===== src/rtl/ng_cpr_regs_pkg.sv =====
// rtl/ng_cpr_regs_pkg.sv - control-pulse indices, reset constants and pulse decode for the central register file
//
// Purpose : shared constants for ng_cpr_regs. The write-pulse indices sit alongside
//           the read-pulse indices of the control-pulse vector. All pulses are
//           active-low: a bit at 0 means the pulse is asserted.
// Contents: CP_W, CPX_* indices, Z_RST_DEFAULT, wr_sel_t, decode_cp().
package ng_cpr_regs_pkg;

  localparam int CP_W = 101;

  // Write-pulse indices into the control-pulse vector
  localparam int CPX_WA     = 40;
  localparam int CPX_WQ     = 41;
  localparam int CPX_WZ     = 42;
  localparam int CPX_WLP    = 43;
  localparam int CPX_WALP   = 44;
  localparam int CPX_WA0    = 45;
  localparam int CPX_WA1    = 46;
  localparam int CPX_WA2    = 47;
  localparam int CPX_WA3    = 48;
  localparam int CPX_CLROVF = 49;

  // Start address loaded into Z on reset
  localparam logic [15:0] Z_RST_DEFAULT = 16'o002030;

  // Decoded, active-high write selects
  typedef struct packed {
    logic wr_a;    // WA or WA0
    logic wr_q;    // WQ or WA1
    logic wr_z;    // WZ or WA2
    logic wr_lp;   // WLP or WA3
    logic wr_alp;  // WALP
    logic clr_ovf; // CLROVF
  } wr_sel_t;

  function automatic wr_sel_t decode_cp(input logic [CP_W-1:0] cp);
    wr_sel_t s;
    s.wr_a    = ~cp[CPX_WA]  | ~cp[CPX_WA0];
    s.wr_q    = ~cp[CPX_WQ]  | ~cp[CPX_WA1];
    s.wr_z    = ~cp[CPX_WZ]  | ~cp[CPX_WA2];
    s.wr_lp   = ~cp[CPX_WLP] | ~cp[CPX_WA3];
    s.wr_alp  = ~cp[CPX_WALP];
    s.clr_ovf = ~cp[CPX_CLROVF];
    return s;
  endfunction

endpackage


===== src/rtl/ng_cpr_regs_shift_lp.sv =====
// rtl/ng_cpr_regs_shift_lp.sv - combinational WLP/WALP shift network for the A and LP registers
//
// Purpose : produces the three shifted candidate values; the top level picks one.
// Ports   : write_bus_i  arbitrated write bus
//           lp_i         current LP register
//           a_walp_o     A value for WALP (arithmetic right shift, both sign bits kept)
//           lp_walp_o    LP value for WALP (bit shifted out of A enters LP bit WIDTH-2)
//           lp_wlp_o     LP value for WLP/WA3
module ng_shift_lp #(
  parameter int WIDTH = 16
) (
  input  logic [WIDTH-1:0] write_bus_i,
  input  logic [WIDTH-1:0] lp_i,
  output logic [WIDTH-1:0] a_walp_o,
  output logic [WIDTH-1:0] lp_walp_o,
  output logic [WIDTH-1:0] lp_wlp_o
);

  // LP bit 0 is discarded by the WALP shift
  logic unused_lp0;
  assign unused_lp0 = lp_i[0];

  assign a_walp_o  = {write_bus_i[WIDTH-1], write_bus_i[WIDTH-1], write_bus_i[WIDTH-2:1]};
  // LP keeps its top sign bit; the bit shifted out of A lands just below it
  assign lp_walp_o = {lp_i[WIDTH-1], write_bus_i[0], lp_i[WIDTH-2:1]};
  assign lp_wlp_o  = {write_bus_i[0], write_bus_i[0], write_bus_i[WIDTH-1:2]};

endmodule


===== src/rtl/ng_cpr_regs.sv =====
// rtl/ng_cpr_regs.sv - central A/Q/Z/LP register file with overflow and zero/negative status
//
// Purpose : latches the arbitrated write bus on active-low write pulses (one clock
//           latency), applies the WALP/WLP shift rules and tracks sticky overflow.
// Ports   : CLK1          clock, rising edge
//           RESET         synchronous active-high reset (overrides all pulses)
//           CP            active-low control pulse vector
//           WRITE_BUS     arbitrated write bus
//           AREG_RD_BUS, QREG_RD_BUS, ZREG_RD_BUS, LPREG_RD_BUS  register contents
//           A_OVF, A_OVF_STKY, A_NEG, A_ZERO                     A status
module ng_cpr_regs
  import ng_cpr_regs_pkg::*;
#(
  parameter int               WIDTH = 16,
  parameter logic [WIDTH-1:0] Z_RST = WIDTH'(Z_RST_DEFAULT)
) (
  input  logic             CLK1,
  input  logic             RESET,
  input  logic [CP_W-1:0]  CP,
  input  logic [WIDTH-1:0] WRITE_BUS,
  output logic [WIDTH-1:0] AREG_RD_BUS,
  output logic [WIDTH-1:0] QREG_RD_BUS,
  output logic [WIDTH-1:0] ZREG_RD_BUS,
  output logic [WIDTH-1:0] LPREG_RD_BUS,
  output logic             A_OVF,
  output logic             A_OVF_STKY,
  output logic             A_NEG,
  output logic             A_ZERO
);

  logic [WIDTH-1:0] a_q, a_d;
  logic [WIDTH-1:0] q_q, q_d;
  logic [WIDTH-1:0] z_q, z_d;
  logic [WIDTH-1:0] lp_q, lp_d;
  logic             stky_q, stky_d;

  logic [WIDTH-1:0] a_walp, lp_walp, lp_wlp;
  wr_sel_t          sel;

  // Only the write pulses matter here; the rest of CP drives other blocks
  logic unused_cp;
  assign unused_cp = ^CP;

  assign sel = decode_cp(CP);

  ng_shift_lp #(.WIDTH(WIDTH)) u_shift_lp (
    .write_bus_i (WRITE_BUS),
    .lp_i        (lp_q),
    .a_walp_o    (a_walp),
    .lp_walp_o   (lp_walp),
    .lp_wlp_o    (lp_wlp)
  );

  always_comb begin
    a_d    = a_q;
    q_d    = q_q;
    z_d    = z_q;
    lp_d   = lp_q;
    stky_d = stky_q;

    // WALP takes priority over a plain A write
    if (sel.wr_alp) begin
      a_d = a_walp;
    end else if (sel.wr_a) begin
      a_d = WRITE_BUS;
    end

    if (sel.wr_q) begin
      q_d = WRITE_BUS;
    end

    if (sel.wr_z) begin
      z_d = WRITE_BUS;
    end

    if (sel.wr_alp) begin
      lp_d = lp_walp;
    end else if (sel.wr_lp) begin
      lp_d = lp_wlp;
    end

    // Overflow detection looks at the value being written, so set beats clear
    if ((sel.wr_alp || sel.wr_a) && (a_d[WIDTH-1] != a_d[WIDTH-2])) begin
      stky_d = 1'b1;
    end else if (sel.clr_ovf) begin
      stky_d = 1'b0;
    end
  end

  always_ff @(posedge CLK1) begin
    if (RESET) begin
      a_q    <= '0;
      q_q    <= '0;
      z_q    <= Z_RST;
      lp_q   <= '0;
      stky_q <= 1'b0;
    end else begin
      a_q    <= a_d;
      q_q    <= q_d;
      z_q    <= z_d;
      lp_q   <= lp_d;
      stky_q <= stky_d;
    end
  end

  assign AREG_RD_BUS  = a_q;
  assign QREG_RD_BUS  = q_q;
  assign ZREG_RD_BUS  = z_q;
  assign LPREG_RD_BUS = lp_q;
  assign A_OVF_STKY   = stky_q;

  // Status comes from the registered A only; ones-complement has two zeros
  assign A_OVF  = a_q[WIDTH-1] ^ a_q[WIDTH-2];
  assign A_NEG  = a_q[WIDTH-1];
  assign A_ZERO = (a_q == '0) || (a_q == '1);

endmodule


===== config.mk =====
export PLATFORM = sky130hd
export DESIGN_NAME = ng_cpr_regs
export DESIGN_NICKNAME = d
export VERILOG_FILES = /design/src/rtl/ng_cpr_regs_pkg.sv /design/src/rtl/ng_cpr_regs_shift_lp.sv /design/src/rtl/ng_cpr_regs.sv
export SDC_FILE = /design/constraint.sdc
export NUM_CORES = 1
export LEC_CHECK = 0
export CORE_MARGIN = 2
export CORE_UTILIZATION = 41
export CTS_BUF_LIST = sky130_fd_sc_hd__clkbuf_16
export DETAILED_ROUTE_END_ITERATION = 6
export GPL_ROUTABILITY_DRIVEN = 0
export HOLD_SLACK_MARGIN = 0.1
export MAX_ROUTING_LAYER = met4
export PLACE_DENSITY = 0.86
export SLEW_MARGIN = 15
export SYNTH_ARGS = -nofsm -noshare
export SYNTH_HDL_FRONTEND = slang
export SYNTH_HIERARCHICAL = 1
export SYNTH_SLANG_ARGS = --single-unit

===== constraint.sdc =====
create_clock -name CLK1 -period 3.15 [get_ports CLK1]
set_input_delay 0.63 -clock CLK1 [delete_from_list [all_inputs] [get_ports CLK1]]
set_output_delay 0.63 -clock CLK1 [all_outputs]
set_load 0.01 [all_outputs]

**After elaboration in Yosys (flattened, before gate mapping)**

Index checks and enable logic that the tools add are counted.

- Word-level logic and storage cells: 37
- Bits in registers: 65
- Input bits: 119
- Output and inout port bits: 68

- Reduce and logical (&&, ||, !) cells: 5
- Equal/unequal tests: 5
- Bitwise gates (word level): 14
- Muxes and demuxes: 6

Operators with widths:

| cell | count |
|---|---|
| 16-bit 2-to-1 mux | 2 |
| 15-bit 2-to-1 mux | 2 |
| 16-bit equality test (second input constant) | 1 |
| 16-bit zero test | 1 |
| 1-bit NOT | 9 |
| 2-bit by 1-bit != test with 1-bit output (second input constant) | 3 |
| 1-bit OR | 4 |
| 1-bit logical OR | 2 |
| 1-bit 2-to-1 mux | 2 |
| 2-bit AND reduction | 1 |
| 1-bit logical AND | 1 |
| 1-bit != test | 1 |
| 1-bit bitwise XOR | 1 |

**Depth between registers and ports, before layout**

Gate-level depths: netlist of run 1.

- Depth in word-level cells: 7
- Depth in mapped cells: 6
- Mapped depth without buffers: 5

**Modules after synthesis**

The synthesis of run 1 kept the hierarchy.

Modules (own cells, without submodules):

| module | seq. area each (um^2) | instances | area an instance (um^2) | cells an instance |
|---|---|---|---|---|
| ng_cpr_regs | 1,301.2 | 1 | 2,743.9 | 328 |
| ng_shift_lp | 0.0 | 1 | 360.3 | 48 |

**Worst setup path after synthesis of run 1**

No wires, ideal clock.

- Kind: reg-to-output
- Start: register a_q[15], in the netlist AREG_RD_BUS[15]
- End: output A_ZERO
- Path buffers: 0
- Path slack: 1.264 ns
- Arrival: 1.256 ns
- Stages on the path, launching flop included: 5
- Required time: 2.520 ns
- Path through: dfxtp_1 ha_1 nand4_1 or4_1 nand2_1

- Word-level cells in the longest chain between the ends: 2
- Elaborated cells between the ends (all ways): 3
- Classes of those cells: eq/ne (1); reduce/logical (2)

Ends and longest elaborated chain:

| item | line | source |
|---|---|---|
| start, declared | ng_cpr_regs.sv:31 | `logic [WIDTH-1:0] a_q, a_d;` |
| start signal, assigned | ng_cpr_regs.sv:92 | `a_q <= '0;` |
| start signal, assigned | ng_cpr_regs.sv:98 | `a_q <= a_d;` |
| 16-bit equality test / 16-bit zero test (equally long branches) | ng_cpr_regs.sv:115 | `assign A_ZERO = (a_q == '0) \|\| (a_q == '1);` |
| 1-bit logical OR * | ng_cpr_regs.sv:115 |  |
| end, declared | ng_cpr_regs.sv:28 | `output logic A_ZERO` |

Every way passes the cells marked *; elsewhere a longest branch is shown, timed or not.

**Final worst setup path of run 1**

Ends and elaborated chain as after synthesis.

==> results of run 1 <==
-- routing by layer --
metal	part of all wire [%]	vias to the layer above	global-route usage, %
met3	8.8	15	7.47
met1	44	1276	27.0
met5	0	-	-
met2	45	115	32.0
met4	1.8	0	8.46
li1	-	1304	-
-- flip-flops by register name (all words and copies together) (netlist names) --
signal        cells
AREG_RD_BUS      16
A_OVF_STKY        1
LPREG_RD_BUS     16
QREG_RD_BUS      16
ZREG_RD_BUS      16
-- layout by cell type (no fill, tap or decap), types with 3 or more instances in the layout --
master	synthesis	layout
clkdlybuf4s50_1	0	93
nand3_1	18	18
buf_4	53	5
nand2_1	82	82
nand4_1	4	4
nand3b_1	3	3
clkbuf_16	0	9
dfxtp_1	65	65
a211oi_1	16	16
nor2_1	32	32
mux2i_1	16	16
a311oi_1	14	14
a21oi_1	29	29
-- kinds of logic (layout without fill, tap and decap cells) --
group	count (synthesis)	count (layout)
AO/OA/AOI/OAI	65	65
XOR/XNOR	1	1
adder cells (fa/ha/maj)	2	2
buffers and inverters	78	118
flip-flops	65	65
multiplexers	16	16
AND/OR/NAND/NOR	149	149
-- final cells by class --
type                       count  area [sq um]  share of cell area, %
sequential                    65          1300                   32.6
multi-input combinational    233          1280                   32.1
timing repair buffer         100           978                   24.5
clock buffer                   9           225                   5.65
tap                           99           124                   3.11
clock inverter                 7          71.3                   1.79
inverter                       2          7.51                  0.188
-- critical path: stages (launching register included) --
cell	delay (ns)
dfxtp_1	0.40
ha_1	0.18
nand4_1	0.10
or4_1	0.51
nand2_1	0.09
clkdlybuf4s50_1	0.53
-- metrics by stage --
stage | cells | utilization, % | area (sq um) | hold slack [ns] | total power, W
2_1_floorplan | 376 | - | 3100 | 0.476 | 0.00116
3_3_place_gp | 499 | 50.6 | 3690 | 0.436 | 0.00130
3_5_place_dp | 499 | 50.6 | 3690 | 0.447 | 0.00131
4_1_cts | 515 | 54.7 | 3990 | 0.454 | 0.00229
5_1_grt | 515 | 54.7 | 3990 | 0.470 | 0.00236
6_report | 515 | 54.7 | 3990 | 0.452 | 0.00227
-- worst paths after layout --
kind                         from             end  slack (ns)  depth (start not counted)
setup / recovery  AREG_RD_BUS[15]          A_ZERO        0.38                          5
hold / removal     ZREG_RD_BUS[6]  ZREG_RD_BUS[6]        0.45                          2
setup reg to reg  AREG_RD_BUS[14]      A_OVF_STKY        2.03                          4
hold reg to reg    ZREG_RD_BUS[6]  ZREG_RD_BUS[6]        0.45                          2
-- report_power, final --
| group | internal (W) | switching [W] | leakage, nW |
|---|---|---|---|
| combinational | 0.000188 | 0.000180 | 0.893 |
| clock | 0.000610 | 0.000365 | 0.139 |
| sequential | 0.000882 | 0.0000439 | 0.540 |
| total | 0.00168 | 0.000590 | 1.57 |
==> results.toml, run 1 <==
[sta]
rsz0062_at_grt = "false"
fmax_mhz = 361
finalCriticalPeriod_ns = 2.77
setup_slack_ns = 0.380
fin_setup_tns_ns = 0
drv_slew = 0
setup_viol = 0
worst_slew_pin_slew_ns = 0.754
slew_headroom_pct = 49.6
finClkSkew_ns = 0.00589
fin_crit_sh_pct = 87.9
hold_viol_final = 0

[setup_path]
worstPathArrival_ns = 2.14
endpoint_kind = "output port"
required_ns = 2.52
crit_type = "flop to output port"
crit_fanout = 5
critPathLaunchType = "flop"

[clock_tree]
clkSinkCount = 65
clk_latency_ns = 0.33
cts_buffers = 9
cts_tree = "yes"
clockBufferDepth = 2
cts_root_buf = "clkbuf_16"
cts_hold_buf = 0
cts_resized = 0
htreeDepth = 3
post_cts_buffers = 0
path_clk_slew_ns = 0.06

[global_routing]
grtUsageTotal_pct = 21.6
grt_pass1_wl_microns = 13500
grt_pass1_vias = 2633
grt_max_degree = 34
grt-ovfl-total = 0
antenna_found_initial = 0

[drt]
drtPass1Iterations = 4
vias = 2710
wirelength_microns = 8550
ant_nets = 0
via_per_inst = 5.26
drtIter0Drc = 172
post_drt_wl_per_cell_microns = 16.6
drc = 0

[place]
place_hpwl_microns = 5870
portBuffers = 95
dp_slack_ns = 0.715

[logic_synthesis]
yosys.cell_types.count = 32
synth_area_leaders = "dfxtp_1 42%, buf_4 13%, nand2_1 9.9%"
synth_top_area_share_pct = 41.9
syn-mean-instance-area_sq_um = 8.26
synth_most_common_cell = "nand2_1"
synth_adder_area_share_pct = 0.806
synth_compound_area_share_pct = 14.7
synth-edff-count = 0
yosysSeqAreaShare_pct = 41.9
ys.flop_type = "dfxtp_1"
syn-cell-area_sq_mm = 0.00310
synth_cells = 376
syn_nets = 497
synthXorXnorAreaFrac_pct = 0.282
synth_commonest_cells = "82 x nand2_1, 65 x dfxtp_1, 53 x buf_4"
yosysTopAreaCell = "dfxtp_1"
async_flop_share_pct = 0
ys_seq_elements = 65
synth_mux_area_share_pct = 5.16
ys.warnings.count = 6
synth_top_family_by_area = "simple AND/OR/NAND/NOR gates"
synth_simple_gate_area_share_pct = 20.3

[floorplanning]
die_w_microns = 91.0
row_count = 31
die_y_microns = 91.0
core_area_sq_mm = 0.00729
start_util_pct = 42.6
design.die.area_sq_mm = 0.00828
io_pins = 187

[cells_and_area]
fin_nets = 532
post_route_cells_drive_above_1_share_pct = 6.49
syn2layout_area_growth_pct = 28.5
num-fill-cells = 680
n_antenna_cell = 0

[flow_run]
cap_violations = 0

[power]
peakVddDrop_mv = 0.359
power-per-cell-area_mw_per_mm2 = 569
p_leak_nw = 1.57

[hold_path]
min_path_type = "flop to flop"

[outcome]
status = "finished clean"
Note: power is estimated with default switching activity, not from simulation.
==> run 2, diff against run 1 <==
--- a/config.mk
+++ b/config.mk
@@ -5,14 +5,18 @@
 export SDC_FILE = /design/constraint.sdc
 export NUM_CORES = 1
 export LEC_CHECK = 0
+export CELL_PAD_IN_SITES_DETAIL_PLACEMENT = 0
+export CELL_PAD_IN_SITES_GLOBAL_PLACEMENT = 1
+export CORE_ASPECT_RATIO = 1.5
 export CORE_MARGIN = 2
-export CORE_UTILIZATION = 41
+export CORE_UTILIZATION = 28
 export CTS_BUF_LIST = sky130_fd_sc_hd__clkbuf_16
 export DETAILED_ROUTE_END_ITERATION = 6
 export GPL_ROUTABILITY_DRIVEN = 0
 export HOLD_SLACK_MARGIN = 0.1
 export MAX_ROUTING_LAYER = met4
 export PLACE_DENSITY = 0.86
+export REMOVE_ABC_BUFFERS = 1
 export SLEW_MARGIN = 15
 export SYNTH_ARGS = -nofsm -noshare
 export SYNTH_HDL_FRONTEND = slang
==> run 2 against run 1 <==
  * Combinational power barely moved
  * Total power decreased by 2.2%
  * Sequential power hardly changed
  * Non-clock buffer count rose by 2
  * Clock power down 4.7%
  * Routed wire length down 1.9%
  * Global-route usage shrank 6.5 points
  * Clock-buffer cell count is the same
  * Utilization is 18 points lower
  * Via count fell by 3.5%
  * Register-to-register slack lost 0.02 ns
  * Critical path type unchanged
  * Critical endpoint unchanged
  * Highest routed layer unchanged
==> results.toml, run 2 (synthesized netlist as in run 1, its figures left out) <==
[outcome]
status = "finished clean"

[floorplanning]
io_pins = 187
die_w_microns = 90.0
row_count = 47
core_area_sq_mm = 0.0109
die_y_microns = 133
design.die.area_sq_mm = 0.0120
start_util_pct = 28.4

[place]
portBuffers = 95
place_hpwl_microns = 5890
place_area_sq_mm = 0.00377

[cells_and_area]
n_antenna_cell = 0
syn2layout_area_growth_pct = 30.4
final_cell_area_sq_mm = 0.00405
mostFrequentLayoutCells = "93 x clkdlybuf4s50_1, 82 x nand2_1, 65 x dfxtp_1"
final_util_pct = 37.0
post_route_cells_drive_above_1_share_pct = 5.98
final_common_cell = "clkdlybuf4s50_1"
fin_nets = 534

[sta]
finalCriticalPeriod_ns = 2.79
setup_viol = 0
fmax_mhz = 358
finClkSkew_ns = 0.00353
fin_setup_tns_ns = 0
slew_headroom_pct = 46.6
rsz0062_at_grt = "false"
hold_viol_final = 0
fin_crit_sh_pct = 88.6
drv_slew = 0
worst_slew_pin_slew_ns = 0.799

[power]
seq_power_share_pct = 41.7
power-per-cell-area_mw_per_mm2 = 549
p_sw_share_pct = 24.9
combPwrFrac_pct = 16.5
p_leak_nw = 1.59
power.internal_w = 0.00167
p_sw_w = 0.000552
peakVddDrop_mv = 0.359
clockPowerShare_pct = 41.8

[clock_tree]
htreeDepth = 3
clk_latency_ns = 0.32
cts_hold_buf = 0
path_clk_slew_ns = 0.05
clockBufferDepth = 2
cts_root_buf = "clkbuf_16"
post_cts_buffers = 0
cts_resized = 0
clkSinkCount = 65
cts_tree = "yes"
cts_buffers = 9

[setup_path]
slowest_stage = "clkdlybuf4s50_1"
regToRegStartpoint = "AREG_RD_BUS[15]"
endpoint_kind = "output port"
rrSetupSlack_ns = 2.01
worstPathArrival_ns = 2.16
crit_fanout = 5
crit_type = "flop to output port"
path_cells = "ha_1 -> nand4_1 -> or4_1 -> nand2_1 -> clkdlybuf4s50_1"
required_ns = 2.52
reg2regPathDepth = 4
reg2reg_to = "A_OVF_STKY"
max_stage_delay_ns = 0.54
crit_buf_inv = 1
cp.depth = 5
critPathTopFamily = "simple AND/OR/NAND/NOR gates"
critPathLaunchType = "flop"

[hold_path]
hold_depth = 2
hold_path_end = "QREG_RD_BUS[2]"
min-delay-start = "QREG_RD_BUS[2]"
min_path_type = "flop to flop"

[drt]
wirelength_microns = 8400
drc = 0
drtPass1Iterations = 4
drtIter0Drc = 108
ant_nets = 0
vias = 2615
post_drt_wl_per_cell_microns = 14.9
via_per_inst = 4.63

[global_routing]
grt_max_degree = 36
grt_pass1_wl_microns = 13800
grtUsageTotal_pct = 15.0
grt-ovfl-total = 0
grt_pass1_vias = 2624
antenna_found_initial = 0

[flow_run]
cap_violations = 0
==> run 2: cell count changes in the layout (fill, tap and decap cells not counted) <==
cell	previous run	this run
buf_4	5	7
clkinv_4	2	0
clkinvlp_4	2	0
inv_1	2	4
clkinv_1	1	3
==> run 2: through the flow <==
| stage | std cells | setup slack (ns) | total power [W] | hold slack (ns) |
|---|---|---|---|---|
| after detailed placement | 549 | 0.703 | 0.00131 | 0.443 |
| after global placement | 549 | 0.711 | 0.00130 | 0.438 |
| after floorplan | 300 | 1.20 | 0.00107 | 0.470 |
| after global routing | 565 | 0.240 | 0.00233 | 0.472 |
| final | 565 | 0.360 | 0.00222 | 0.448 |
| after CTS | 565 | 0.347 | 0.00225 | 0.450 |
==> run 2: per-layer routing <==
metal	part of all wire (%)	track usage (%)
met1	46	18.2
met2	46	23.1
met3	4.9	3.93
met4	3.0	7.52
met5	0	-
==> run 2: power groups by stage <==
stage	logic (W)	registers, W	clock network, W
floorplan	0.000108	0.000964	0
global placement	0.000363	0.000941	0
detailed placement	0.000368	0.000943	0
CTS	0.000370	0.000926	0.000955
global route	0.000400	0.000934	0.000993
finish	0.000366	0.000926	0.000929
==> run 2: final cells by class <==
cell class	instances	area, sq um
clock buffer	9	225
multi-input combinational	233	1280
fill	1175	6890
timing repair buffer	102	993
tap	147	184
clock inverter	7	53.8
inverter	2	7.51
sequential	65	1300
==> run 2: how the worst max path moves through the flow <==
stage	slack [ns]	start	to
final	0.36	AREG_RD_BUS[15]	A_ZERO
after global routing	0.24	AREG_RD_BUS[15]	A_ZERO
after CTS	0.35	AREG_RD_BUS[15]	A_ZERO
after detailed placement	0.70	AREG_RD_BUS[15]	A_ZERO
after global placement	0.71	AREG_RD_BUS[15]	A_ZERO
after floorplan	1.20	AREG_RD_BUS[15]	A_ZERO
==> run 2: tightest hold or removal path: stages, from the launching register on <==
cell and delay [ns]:
dfxtp_1 0.30, nand2_1 0.05, a21oi_1 0.05
